--- config.mk ---
export PLATFORM = sky130hd
export DESIGN_NAME = quad_phase_decoder
export DESIGN_NICKNAME = d
export VERILOG_FILES = /design/src/rtl/quad_phase_decoder.sv
export SDC_FILE = /design/constraint.sdc
export NUM_CORES = 1
export LEC_CHECK = 0
export ABC_AREA = 1
export BUFFER_PORTS_ARGS = -buffer_cell sky130_fd_sc_hd__buf_2
export CORE_MARGIN = 4
export CORE_UTILIZATION = 52
export CTS_BUF_LIST = sky130_fd_sc_hd__clkbuf_16
export DETAILED_ROUTE_END_ITERATION = 16
export PLACE_DENSITY = 0.74
export SYNTH_ARGS = -nofsm -noshare
export SYNTH_HDL_FRONTEND = slang
export SYNTH_SLANG_ARGS = --single-unit
--- constraint.sdc ---
create_clock -name sys_clk -period 2.6 [get_ports sys_clk]
set_input_delay 0.52 -clock sys_clk [delete_from_list [all_inputs] [get_ports sys_clk]]
set_output_delay 0.52 -clock sys_clk [all_outputs]
set_load 0.01 [all_outputs]
--- src/rtl/quad_phase_decoder.sv ---
// -----------------------------------------------------------------------------
// quad_phase_decoder
//
// Decodes a pair of asynchronous quadrature phase inputs into a signed step
// count. It also reports the direction of the last step, flags illegal
// (two-bit) transitions and measures the time between same-direction steps.
//
// Processing chain (all on the rising edge of sys_clk):
//   phase_a/b -> 2-flop synchronizer -> per-phase stability filter
//             -> Gray decoder (reference vs filtered pair) -> position / dir /
//                step_valid / err, plus an interval counter -> period /
//                period_valid / stalled
//
// Ports
//   sys_clk       in   1         single clock, rising edge
//   sys_rst_n     in   1         reset, synchronous, active-low
//   phase_a       in   1         quadrature phase A (asynchronous)
//   phase_b       in   1         quadrature phase B (asynchronous)
//   clear         in   1         synchronous position clear
//   err_clr       in   1         clears the sticky error flag
//   position      out  POS_W     two's-complement step count (wraps)
//   dir           out  1         direction of last counted step, 1 = forward
//   step_valid    out  1         one-cycle pulse per counted step
//   err           out  1         sticky illegal-transition flag
//   period        out  PERIOD_W  cycles between the last two same-dir steps
//   period_valid  out  1         one-cycle pulse when period is updated
//   stalled       out  1         interval counter is saturated
//
// Parameters
//   POS_W     width of the position counter
//   FILT_LEN  cycles (1..255) a synchronized phase must be stable to be used
//   PERIOD_W  width of the interval counter / period output (>= 2)
// -----------------------------------------------------------------------------
module quad_phase_decoder #(
  parameter int POS_W    = 16,
  parameter int FILT_LEN = 4,
  parameter int PERIOD_W = 24
) (
  input  logic                sys_clk,
  input  logic                sys_rst_n,
  input  logic                phase_a,
  input  logic                phase_b,
  input  logic                clear,
  input  logic                err_clr,
  output logic [POS_W-1:0]    position,
  output logic                dir,
  output logic                step_valid,
  output logic                err,
  output logic [PERIOD_W-1:0] period,
  output logic                period_valid,
  output logic                stalled
);

  // Stability counters are sized for the largest allowed FILT_LEN (255).
  localparam int                 CNT_W    = 8;
  localparam logic [CNT_W-1:0]   FILT_MAX = CNT_W'(FILT_LEN - 1);
  localparam logic [CNT_W-1:0]   STAB_ONE = {{(CNT_W-1){1'b0}}, 1'b1};
  localparam logic [POS_W-1:0]   POS_ONE  = {{(POS_W-1){1'b0}}, 1'b1};
  localparam logic [PERIOD_W-1:0] PER_ONE = {{(PERIOD_W-1){1'b0}}, 1'b1};
  localparam logic [PERIOD_W-1:0] PER_MAX = {PERIOD_W{1'b1}};

  // Maps a Gray-coded {A,B} pair onto its position in the forward cycle
  // 00 -> 01 -> 11 -> 10, so a forward step is always +1 modulo 4.
  function automatic logic [1:0] gray_to_idx(input logic [1:0] ab);
    gray_to_idx = {ab[1], ab[1] ^ ab[0]};
  endfunction

  // Index 1 carries phase A, index 0 carries phase B, so a pair reads {A,B}.
  logic [1:0]       sync1_q;
  logic [1:0]       sync2_q;
  logic [1:0]       last_q;
  logic [2:0]       vld_q;

  logic [CNT_W-1:0] stab_q [2];
  logic [CNT_W-1:0] stab_d [2];
  logic [1:0]       filt_q;
  logic [1:0]       filt_d;
  logic [1:0]       filt_ok_q;
  logic [1:0]       filt_ok_d;

  logic             primed_q;
  logic             primed_d;
  logic [1:0]       ref_q;
  logic [1:0]       ref_d;
  logic             have_dir_q;
  logic             have_dir_d;

  logic [1:0]       delta_s;
  logic             step_fwd_s;
  logic             step_bwd_s;
  logic             illegal_s;
  logic             step_s;
  logic             per_upd_s;

  logic [POS_W-1:0]    position_q;
  logic [POS_W-1:0]    position_d;
  logic                dir_q;
  logic                dir_d;
  logic                step_valid_q;
  logic                err_q;
  logic                err_d;
  logic [PERIOD_W-1:0] period_q;
  logic [PERIOD_W-1:0] period_d;
  logic                period_valid_q;
  logic [PERIOD_W-1:0] iv_q;
  logic [PERIOD_W-1:0] iv_d;
  logic                stalled_q;
  logic                stalled_d;

  // Two-flop synchronizer plus one history stage used for change detection.
  // vld_q marks which stages hold a sample taken after reset, so the reset
  // contents of the synchronizer are never accepted as a real level.
  always_ff @(posedge sys_clk) begin
    if (!sys_rst_n) begin
      sync1_q <= 2'b00;
      sync2_q <= 2'b00;
      last_q  <= 2'b00;
      vld_q   <= 3'b000;
    end else begin
      sync1_q <= {phase_a, phase_b};
      sync2_q <= sync1_q;
      last_q  <= sync2_q;
      vld_q   <= {vld_q[1:0], 1'b1};
    end
  end

  // Per-phase stability filter: any change (or a not-yet-valid history)
  // restarts the counter; after FILT_LEN consecutive stable cycles the
  // synchronized level is copied into the filtered value.
  always_comb begin
    filt_d    = filt_q;
    filt_ok_d = filt_ok_q;
    for (int p = 0; p < 2; p++) begin
      stab_d[p] = stab_q[p];
      if (!vld_q[2] || (sync2_q[p] != last_q[p])) begin
        stab_d[p] = {CNT_W{1'b0}};
      end else if (stab_q[p] < FILT_MAX) begin
        stab_d[p] = stab_q[p] + STAB_ONE;
      end else begin
        filt_d[p]    = sync2_q[p];
        filt_ok_d[p] = 1'b1;
      end
    end
  end

  // Filter state registers.
  always_ff @(posedge sys_clk) begin
    if (!sys_rst_n) begin
      for (int p = 0; p < 2; p++) begin
        stab_q[p] <= {CNT_W{1'b0}};
      end
      filt_q    <= 2'b00;
      filt_ok_q <= 2'b00;
    end else begin
      for (int p = 0; p < 2; p++) begin
        stab_q[p] <= stab_d[p];
      end
      filt_q    <= filt_d;
      filt_ok_q <= filt_ok_d;
    end
  end

  // Gray decode of the filtered pair against the reference pair.
  always_comb begin
    delta_s    = gray_to_idx(filt_q) - gray_to_idx(ref_q);
    step_fwd_s = 1'b0;
    step_bwd_s = 1'b0;
    illegal_s  = 1'b0;
    if (primed_q) begin
      case (delta_s)
        2'd1:    step_fwd_s = 1'b1;
        2'd3:    step_bwd_s = 1'b1;
        2'd2:    illegal_s  = 1'b1;
        default: step_fwd_s = 1'b0;
      endcase
    end else begin
      step_fwd_s = 1'b0;
    end
    step_s    = step_fwd_s | step_bwd_s;
    // A period is only meaningful between two steps of the same direction.
    per_upd_s = step_s & have_dir_q & (step_fwd_s == dir_q);
  end

  // Next-state for the reference pair and the counting outputs.
  always_comb begin
    // The first pair accepted by both filters becomes the reference without
    // counting; from then on the reference follows the filtered pair.
    if (primed_q || (&filt_ok_q)) begin
      ref_d = filt_q;
    end else begin
      ref_d = ref_q;
    end
    primed_d   = primed_q | (&filt_ok_q);
    have_dir_d = have_dir_q | step_s;

    // Clear wins over a simultaneous step; dir and step_valid still follow it.
    if (clear) begin
      position_d = {POS_W{1'b0}};
    end else if (step_fwd_s) begin
      position_d = position_q + POS_ONE;
    end else if (step_bwd_s) begin
      position_d = position_q - POS_ONE;
    end else begin
      position_d = position_q;
    end

    if (step_s) begin
      dir_d = step_fwd_s;
    end else begin
      dir_d = dir_q;
    end

    // A new error takes priority over err_clr.
    if (illegal_s) begin
      err_d = 1'b1;
    end else if (err_clr) begin
      err_d = 1'b0;
    end else begin
      err_d = err_q;
    end

    // Interval counter measures cycles since the last counted step.
    if (step_s) begin
      iv_d = {PERIOD_W{1'b0}};
    end else if (iv_q == PER_MAX) begin
      iv_d = iv_q;
    end else begin
      iv_d = iv_q + PER_ONE;
    end

    // The step edge itself is one cycle after the last counter value.
    if (per_upd_s) begin
      if (iv_q == PER_MAX) begin
        period_d = PER_MAX;
      end else begin
        period_d = iv_q + PER_ONE;
      end
    end else begin
      period_d = period_q;
    end

    stalled_d = (iv_d == PER_MAX);
  end

  // Decoder and measurement registers, including all registered outputs.
  always_ff @(posedge sys_clk) begin
    if (!sys_rst_n) begin
      primed_q       <= 1'b0;
      ref_q          <= 2'b00;
      have_dir_q     <= 1'b0;
      position_q     <= {POS_W{1'b0}};
      dir_q          <= 1'b0;
      step_valid_q   <= 1'b0;
      err_q          <= 1'b0;
      period_q       <= {PERIOD_W{1'b0}};
      period_valid_q <= 1'b0;
      iv_q           <= {PERIOD_W{1'b0}};
      stalled_q      <= 1'b0;
    end else begin
      primed_q       <= primed_d;
      ref_q          <= ref_d;
      have_dir_q     <= have_dir_d;
      position_q     <= position_d;
      dir_q          <= dir_d;
      step_valid_q   <= step_s;
      err_q          <= err_d;
      period_q       <= period_d;
      period_valid_q <= per_upd_s;
      iv_q           <= iv_d;
      stalled_q      <= stalled_d;
    end
  end

  assign position     = position_q;
  assign dir          = dir_q;
  assign step_valid   = step_valid_q;
  assign err          = err_q;
  assign period       = period_q;
  assign period_valid = period_valid_q;
  assign stalled      = stalled_q;

endmodule

==> results of run 1 <==
==> flip-flops by register name, summed over array words and instances (netlist names), 2 cells and up <==
register and count:
filt_q 2, sync1_q 2, iv_q 24, position 16, vld_q 3, sync2_q 2, stab_q 16, ref_q 2
filt_ok_q 2, period 24, last_q 2
==> metal layers <==
metal  track usage, %  vias up  routed length [um]
met5                0        -                   0
met4             7.03        0                 306
met3             4.88       25                 706
met2             43.3      147                6610
met1             26.4     2252                5530
li1                 -     2503                   -
==> synthesized netlist by cell type (2+ instances only) <==
cell type,number
nor2_2,4
o21ai_0,17
o211ai_1,2
nor3_1,8
o21ai_1,23
clkbuf_1,10
nand4_1,7
clkinv_1,2
buf_6,2
inv_1,84
xor2_1,12
buf_2,4
nor2_4,2
nand3_1,44
nand2_1,159
dfxtp_1,102
xnor2_1,7
buf_4,2
ha_1,20
nand2_2,9
a21o_1,2
a21oi_1,30
inv_2,5
nand3b_1,6
nor2_1,162
o21bai_1,6
==> power breakdown <==
part / switching (mW) / leakage (nW) / internal, mW
Combinational: 0.0475 / 2.04 / 0.0225
Clock: 0.613 / 0.148 / 0.750
Sequential: 0.00818 / 0.825 / 1.57
Total: 0.669 / 3.02 / 2.34
==> final cells by class <==
cell class / count / area [sq um] / share of cell area [%]
clock buffer: 9 / 225 / 3.62
inverter: 91 / 350 / 5.62
tap: 129 / 161 / 2.59
sequential: 102 / 2040 / 32.8
multi-input combinational: 531 / 2810 / 45.1
timing repair buffer: 92 / 566 / 9.08
clock inverter: 7 / 72.6 / 1.17
==> worst min-delay path by stage <==
stage	startpoint	end	slack, ns	depth (start not counted)
2_1_floorplan	sync1_q[0]	sync2_q[0]	0.39	2
3_3_place_gp	vld_q[0]	vld_q[1]	0.39	2
3_5_place_dp	vld_q[0]	vld_q[1]	0.40	2
4_1_cts	phase_b	sync1_q[0]	0.34	3
5_1_grt	phase_b	sync1_q[0]	0.36	3
6_report	phase_b	sync1_q[0]	0.35	3
==> critical path, stage by stage, from the launching register on <==
cell     delay (ns)
dfxtp_2        0.33
xor2_1         0.16
ha_2           0.21
xnor2_2        0.15
xnor2_2        0.17
nor2_4         0.20
inv_8          0.11
ha_1           0.36
nand2_1        0.12
a21oi_2        0.20
buf_4          0.14
buf_4          0.10
o21ai_1        0.06
nand2_1        0.09
xor2_1         0.15
a21oi_1        0.08
==> layout by cell type, fill, tap and decap left out, types with 6 or more instances in the layout <==
master / netlist / layout
nand4_1: 7 / 7
nand2_2: 9 / 10
buf_4: 2 / 42
xor2_1: 12 / 12
nand2_1: 159 / 158
dfxtp_1: 102 / 100
o21ai_0: 17 / 13
nor2_1: 162 / 159
ha_4: 0 / 7
ha_1: 20 / 12
nand3b_1: 6 / 6
clkbuf_16: 0 / 9
o21ai_1: 23 / 24
buf_2: 4 / 50
a21oi_2: 0 / 6
xnor2_1: 7 / 6
inv_1: 84 / 85
a21oi_1: 30 / 24
nand3_1: 44 / 42
==> kinds of logic (layout without fill, tap and decap cells) <==
kind of cell	count (synthesis)	count (layout)	synth area share, %
simple gates	407	407	33.6
buf+inv	110	199	8.65
flops	102	102	40.1
compound gates	83	83	8.77
fa+ha+maj	21	21	5.31
xor+xnor	20	20	3.59
==> timing repair <==
action                                  4_1_cts  5_1_grt
gates resized for setup                      13       25
endpoints found under the setup margin        9       14
buffers inserted                              4        3
pin swaps                                     2       10
==> through the flow <==
step                      area (sq um)  worst slack, ns  cells  setup TNS (ns)
after detailed placement          5680          -0.0957    938          -0.518
final                             6230           -0.135    961          -0.873
after CTS                         6080          -0.0355    958          -0.126
after global placement            5680          -0.0180    938         -0.0180
after global routing              6230           -0.316    961           -2.75
after floorplan                   5110         -0.00363    743        -0.00363
==> results.md, run 1 <==
* Syn Nets at 770
* First-pass GRT wire length at 21300 um
* Top Ports at 51
* Diode count at 0
* FMAX at 366 MHz
* Final WS setup at -0.135 ns
* Avg Inst Size Synth at 6.85 sq um
* Worst flop-to-flop path startpoint: ref_q[1]
* Power Total at 3.01 mW
* CTS root buf: clkbuf_16
* Initial antenna violation count at 0
* Final Hold Vio Count at 0
* WHS at 0.346 ns
* CTS tree: yes
* Final worst path period share at 105%
* Rel. slew slack at 66.5%
* Status: finished, violations left
* Clock buffer depth at 2
* Final HPWL DP at 9350 um
* Setup Skew at 0.0162 ns
* Final slew viol count at 0
* Initial DRC Count at 304
* Tightest Hold Check Type: in -> reg
* Clock Latency Late Sink at 0.35 ns
* RSZ-0062 raised after global routing: true
* Post-route DRC at 0
* Least-Margin Pin Slew at 0.501 ns
* Post-layout nets at 854
* Failing checks: setup timing
* Flop and latch count out of synthesis at 102
* Req. time, crit path at 2.83 ns
* Largest net degree at the start of global routing at 36
* Post-synth EDFFs at 0
* CP Capture Type: register
* TritonCTS Sinks at 102
* Gpl congestion at 0.890
* Number of distinct library cells after synthesis at 38
* Tmin final at 2.74 ns
* Synth async-reset ratio at 0%
* Synthesized area at 5090 sq um
* Synth top area cells: dfxtp_1, nor2_1, nand2_1
* Fin util at 66.5%
* Via count at 4927
* DIE WIDTH at 107 um
* Critical Path Fanout Max at 15
* R2r setup slk at -0.14 ns
* Critical path endpoint: position[14]
* DIE AREA at 11400 sq um
* DRT Pass-1 Iters at 5
* Routed WL at 13200 um
* DIE HEIGHT at 107 um
* Post-synth top flop: dfxtp_1
* Critical path origin: ref_q[1]
* R2R Path End: position[14]
* Total gr overflow at 0
* Share of layout cells above drive strength 1 at 19.8%
* Sequential area share after synthesis at 40.1%
* ANT nets after route at 0
* CP Launch Type: register
* Layout area overhead at 22.3%
* Total CTS buffers at 9
* Reg2reg path depth at 15
* Vias per inst at 5.13
* Maximum VDD drop at 0.385 mV
* H-tree Lvls at 3
* Syn. warnings at 0
* Leakage power at 3.02 nW
* CP Class: reg -> reg
* Initial Util at 54.3%
* FP Rows at 35
* Fillers at 830
* Syn Inst Count at 743
* WL/cell at 13.7 um
* Reg clk slew, reported paths at 0.07 ns
* Buffers on Ports at 50
* # hold bufs at CTS at 0
* Crit path DAT at 2.96 ns
* Core Box Area at 9370 sq um
* Post-synth top area share at 40.1%
* Total Routing Usage GR at 23.2%
* Vias in the first global route at 4724
* PwrDens at 484 nW/um^2
* # setup viols final at 10
* Area leader, netlist: dfxtp_1
* Max_cap viols at 0
Note: power is estimated with default switching activity, not from simulation.
==> run 2, diff against run 1 <==
--- a/config.mk
+++ b/config.mk
@@ -9,7 +9,6 @@
 export BUFFER_PORTS_ARGS = -buffer_cell sky130_fd_sc_hd__buf_2
 export CORE_MARGIN = 4
 export CORE_UTILIZATION = 52
-export CTS_BUF_LIST = sky130_fd_sc_hd__clkbuf_16
 export DETAILED_ROUTE_END_ITERATION = 16
 export PLACE_DENSITY = 0.74
 export SYNTH_ARGS = -nofsm -noshare
==> run 2 against run 1 <==
Against the previous run:
- the run still ends with setup timing left
- global-route usage is 0.11 points lower
- critical path type unchanged
- register-to-register slack improved by 0.04 ns
- critical endpoint is now position[13]
- via count decreased by 0.77%
- sequential power barely moved
- cell area is 2.1% lower
==> results.md, run 2 (synthesis results as in run 1) <==
* Vias in the first global route at 4739 (+0.32%)
* Core Box Area at 9370 sq um (unchanged)
* CP Class: reg -> reg
* DRT Pass-1 Iters at 5 (unchanged)
* Via count at 4889 (-0.77%)
* Final slew viol count at 0 (unchanged)
* ANT nets after route at 0 (unchanged)
* Final WS setup at -0.0918 ns (+0.0434 ns)
* Rel. slew slack at 66.5% (about the same)
* Critical Path Fanout Max at 15 (unchanged)
* Buffers on Ports at 50 (unchanged)
* Total CTS buffers at 9 (unchanged)
* FMAX at 371 MHz (+1.6%)
* R2r setup slk at -0.09 ns (+0.04 ns)
* Initial antenna violation count at 0 (unchanged)
* Gpl congestion at 0.890 (unchanged)
* Tightest Hold Check Type: in -> reg
* Diode count at 0 (unchanged)
* Met2 Use GR at 42.5% (-0.72 points)
* DIE WIDTH at 107 um (unchanged)
* Share of layout cells above drive strength 1 at 19.4% (-0.43 points)
* Final Hold Vio Count at 0 (unchanged)
* Status: finished, violations left
* Total Routing Usage GR at 23.1% (-0.11 points)
* RSZ-0062 raised after global routing: true
* Clock buffer depth at 2 (unchanged)
* Setup Skew at 0.0184 ns (+0.00221 ns)
* M1 GR Usage at 26.5% (+0.075 points)
* Initial Util at 54.3% (unchanged)
* CTS root buf: clkbuf_8
* Final worst path period share at 104% (-1.7 points)
* Total gr overflow at 0 (unchanged)
* Vias per inst at 5.10 (-0.56%)
* First-pass GRT wire length at 21300 um (about the same)
* H-tree Lvls at 3 (unchanged)
* Maximum VDD drop at 0.354 mV (-7.9%)
* Top Ports at 51 (unchanged)
* CP Launch Type: register
* Routed WL at 12900 um (-1.9%)
* FP Rows at 35 (unchanged)
* DIE AREA at 11400 sq um (unchanged)
* Max_cap viols at 0 (unchanged)
* Least-Margin Pin Slew at 0.501 ns (-0.000181 ns)
* PwrDens at 437 nW/um^2 (-9.7%)
* Final HPWL DP at 9350 um (unchanged)
* Dpl cells at 938 (unchanged)
* Commonest non-fill, non-tap cells in the layout: nor2_1, nand2_1, dfxtp_1
* Largest net degree at the start of global routing at 36 (unchanged)
* Crit path DAT at 2.97 ns (about the same)
* Leakage power at 2.95 nW (-2.2%)
* WL/cell at 13.5 um (-1.7%)
* CP Capture Type: register
* Post-route DRC at 0 (unchanged)
* Total negative slack at -0.417 ns (+0.456 ns)
* TritonCTS Sinks at 102 (unchanged)
* # setup viols final at 9 (-1)
* Initial DRC Count at 232 (-24%)
* Req. time, crit path at 2.87 ns (+0.04 ns)
* Met3 Usage GRT at 4.15% (-0.72 points)
* Tmin final at 2.69 ns (-0.0434 ns)
* Commonest non-fill, non-tap cell in the layout: nor2_1
* Reg clk slew, reported paths at 0.09 ns (+0.02 ns)
* Fillers at 859 (+3.5%)
* DIE HEIGHT at 107 um (unchanged)
* WHS at 0.329 ns (-0.0169 ns)
* Layout area overhead at 19.8%
* Most Used Layer, Global Route: met2
* DP Worst Slack at -0.0957 ns (unchanged)
* Cell Count, Final, Fillers Out at 959 (-0.21%)
* CTS tree: yes
* Post-layout nets at 852 (-0.23%)
* Failing checks: setup timing
* Clock Latency Late Sink at 0.37 ns (+0.02 ns)
* # hold bufs at CTS at 0 (unchanged)
==> run 2: per-stage QoR <==
step                      util [%]  total power, mW  instance area (sq um)
after global routing          65.1             2.77                   6100
after floorplan                  -             1.67                   5110
after global placement        60.6             1.68                   5680
after CTS                     63.9             2.69                   5990
after detailed placement      60.6             1.69                   5680
final                         65.1             2.66                   6100
==> run 2: routing by layer <==
layer	vias up	wire [um]
met2	150	6560
met5	-	0
met4	0	286
li1	2494	-
met3	24	674
met1	2221	5380
==> run 2: cell type report <==
| type | instances | area [sq um] | area share [%] |
|---|---|---|---|
| Clock buffer | 10 | 128 | 2.09 |
| Multi-Input combinational cell | 531 | 2790 | 45.8 |
| Timing Repair Buffer | 90 | 551 | 9.03 |
| Tap cell | 129 | 161 | 2.65 |
| Clock inverter | 6 | 68.8 | 1.13 |
| Sequential cell | 102 | 2040 | 33.5 |
| Inverter | 91 | 350 | 5.75 |
==> run 2: timing repair <==
action / 4_1_cts / 5_1_grt
setup buffers: 3 / 2
endpoints found under the setup margin: 9 / 15
pin swaps: 1 / 3
gates resized for setup: 14 / 21
==> run 2: final timing paths <==
path | start | to | depth (start not counted)
worst min register to register | sync1_q[0] | sync2_q[0] | 2
worst max register to register | ref_q[0] | position[13] | 16
worst max-delay path | ref_q[0] | position[13] | 16
worst min-delay path | phase_b | sync1_q[0] | 3
==> run 2: power by group <==
part | switching, mW | total [mW] | internal (mW)
Clock | 0.561 | 1.01 | 0.453
Sequential | 0.00820 | 1.58 | 1.57
Combinational | 0.0478 | 0.0703 | 0.0225
Total | 0.617 | 2.66 | 2.05
==> run 2: worst max-delay path, cell delays in order (launching register included) <==
cell	delay, ns
dfxtp_2	0.34
xor2_1	0.16
ha_2	0.21
xnor2_2	0.15
xnor2_2	0.16
nor2_4	0.19
inv_8	0.10
ha_1	0.32
inv_1	0.08
o21ai_4	0.18
nand3_1	0.15
nand3_2	0.13
nand2_1	0.07
nand2_1	0.10
nor2_1	0.07
o21ai_2	0.13
inv_1	0.04
==> run 3, diff against run 2 <==
--- a/config.mk
+++ b/config.mk
@@ -7,10 +7,14 @@
 export LEC_CHECK = 0
 export ABC_AREA = 1
 export BUFFER_PORTS_ARGS = -buffer_cell sky130_fd_sc_hd__buf_2
+export CAP_MARGIN = 10
+export CELL_PAD_IN_SITES_DETAIL_PLACEMENT = 1
+export CELL_PAD_IN_SITES_GLOBAL_PLACEMENT = 2
 export CORE_MARGIN = 4
-export CORE_UTILIZATION = 52
+export CORE_UTILIZATION = 30
 export DETAILED_ROUTE_END_ITERATION = 16
-export PLACE_DENSITY = 0.74
+export PLACE_DENSITY_LB_ADDON = 0.1
 export SYNTH_ARGS = -nofsm -noshare
 export SYNTH_HDL_FRONTEND = slang
 export SYNTH_SLANG_ARGS = --single-unit
+export TNS_END_PERCENT = 30
==> run 3 against run 2 <==
Against the previous run:
- the run still ends with setup timing left
- register-to-register slack is essentially flat
- sequential power about the same
- wire length up 20%
- critical path type unchanged
- first-iteration DRC count down 38%
- setup slack better by 0.0053 ns
==> results.md, run 3 (synthesis results as in run 1) <==
* Reg2reg path depth at 17 (+1)
* Critical path origin: ref_q[0]
* Fillers at 2112 (+150%)
* H-tree Lvls at 3 (unchanged)
* Power Total at 3.13 mW (+18%)
* Final worst path period share at 103% (-0.20 points)
* Met2 wire len at 7690 um (+17%)
* WL/cell at 14.5 um (+7.8%)
* Clock Latency Late Sink at 0.35 ns (-0.02 ns)
* WHS at 0.348 ns (+0.0189 ns)
* Post-DP Area at 5910 sq um (+4.1%)
* Gpl congestion at 0.837 (-6.0%)
* Post-layout nets at 865 (+1.5%)
* Reg clk slew, reported paths at 0.08 ns (about the same)
* First-pass GRT wire length at 26300 um (+23%)
* Critical path endpoint: position[13]
* Max layer used: met4
* Metal3 WL at 248 um (-63%)
* Final slew viol count at 0 (unchanged)
* ANT nets after route at 0 (unchanged)
* Failing checks: setup timing
* Clock buffer depth at 2 (unchanged)
* CTS root buf: clkbuf_16
* Core Box Area at 16600 sq um (+77%)
* FMAX at 372 MHz (+0.20%)
* CP Launch Type: register
* Total CTS buffers at 9 (unchanged)
* Commonest non-fill, non-tap cells in the layout: nor2_1, nand2_1, dfxtp_1
* Setup Skew at 0.00927 ns (-0.00913 ns)
* Worst flop-to-flop path startpoint: ref_q[0]
* Initial antenna violation count at 0 (unchanged)
* Final Cell Area at 6450 sq um (+5.9%)
* CP Class: reg -> reg
* Total gr overflow at 0 (unchanged)
* DIE AREA at 19100 sq um (+67%)
* CP Capture Type: register
* Leakage power at 3.08 nW (+4.3%)
* Initial Util at 30.7% (-24 points)
* Area of the multi-input gates at 2800 sq um (+0.36%)
* R2R Path End: position[13]
* Diode count at 0 (unchanged)
* RSZ-0062 raised after global routing: true
* Post-route DRC at 0 (unchanged)
* DRT Pass-1 Iters at 4 (-1)
* PwrDens at 485 nW/um^2 (+11%)
* DP Worst Slack at -0.220 ns (-0.124 ns)
* CTS tree: yes
* Share of layout cells above drive strength 1 at 20.4% (+1.0 points)
* Initial DRC Count at 145 (-38%)
* Req. time, crit path at 2.85 ns (-0.02 ns)
* Vias per inst at 4.62 (-9.3%)
* TritonCTS Sinks at 102 (unchanged)
* Top Ports at 51 (unchanged)
* Routed WL at 15400 um (+20%)
* FF+latch area at 2040 sq um (-0.12%)
* Layout area overhead at 26.8%
* # setup viols final at 8 (-1)
* DIE WIDTH at 138 um (+29%)
* Tightest Hold Check Type: in -> reg
* Max_cap viols at 0 (unchanged)
* Final Hold Vio Count at 0 (unchanged)
* Via count at 4913 (+0.49%)
* Rel. slew slack at 56.8% (-9.7 points)
* Total Routing Usage GR at 16.6% (-6.5 points)
* # hold bufs at CTS at 0 (unchanged)
* Final WS setup at -0.0865 ns (+0.00531 ns)
* Critical Path Fanout Max at 15 (unchanged)
* Hold path depth at 3 (unchanged)
* Fin util at 38.9% (-26 points)
* Largest net degree at the start of global routing at 36 (unchanged)
* Final HPWL DP at 12100 um (+29%)
* Tmin final at 2.69 ns (-0.00531 ns)
* FP Rows at 47 (+34%)
* Maximum VDD drop at 0.361 mV (+1.9%)
* Status: finished, violations left
* R2r setup slk at -0.09 ns (about the same)
* Met1 wire length at 7310 um (+36%)
* Commonest non-fill, non-tap cell in the layout: nor2_1
* Vias in the first global route at 5283 (+11%)
* Least-Margin Pin Slew at 0.644 ns (+0.142 ns)
* Crit path DAT at 2.93 ns (-0.04 ns)
* DIE HEIGHT at 138 um (+29%)
* Buffers on Ports at 50 (unchanged)
==> run 3: final cells by class <==
class / instances / share of cell area, %
sequential: 102 / 31.6
clock inverter: 6 / 1.32
timing repair buffer: 103 / 10.2
tap: 220 / 4.26
multi-input combinational: 531 / 43.4
inverter: 91 / 5.41
clock buffer: 10 / 3.70
==> run 3: layer usage <==
layer  up-vias  global-route usage, %
met4         0                   4.21
li1       2524                      -
met5         -                      0
met1      2343                   20.9
met2        35                   30.1
met3        11                   2.11
==> run 3: how the worst min path moves through the flow <==
stage	from	endpoint	slack [ns]
3_5_place_dp	vld_q[1]	vld_q[2]	0.40
3_3_place_gp	vld_q[0]	vld_q[1]	0.40
4_1_cts	phase_a	sync1_q[1]	0.34
5_1_grt	phase_b	sync1_q[0]	0.36
6_report	phase_a	sync1_q[1]	0.35
2_1_floorplan	sync1_q[0]	sync2_q[0]	0.39
==> run 3: repair_timing <==
| item | in CTS | in global routing |
|---|---|---|
| resized for setup | 21 | 11 |
| setup buffers | 3 | 1 |
| endpoints found under the setup margin | 11 | 13 |
| pin swaps | 3 | 9 |
==> run 3: report_power, final <==
part	internal, mW	switching (mW)
Clock	0.799	0.670
Sequential	1.57	0.00711
Combinational	0.0258	0.0574
==> run 3: critical path, cell delays in order, from the launching register on <==
cell and delay, ns:
dfxtp_1 0.33, xor2_1 0.16, ha_1 0.21, xnor2_2 0.15
xnor2_2 0.16, nor2_4 0.18, inv_8 0.11, ha_1 0.31
nand2_1 0.07, nand2_1 0.10, a21oi_2 0.18, nor2_1 0.06
a211oi_1 0.17, nand2_1 0.12, nand2_1 0.07, nand2_1 0.04
o21ai_1 0.12, inv_1 0.05
==> run 3: through the flow <==
step / std cells / TNS, ns
after global routing: 1063 / -2.17
after floorplan: 743 / -0.00363
final: 1063 / -0.336
after global placement: 1043 / -0.443
after CTS: 1062 / -0.710
after detailed placement: 1043 / -1.46
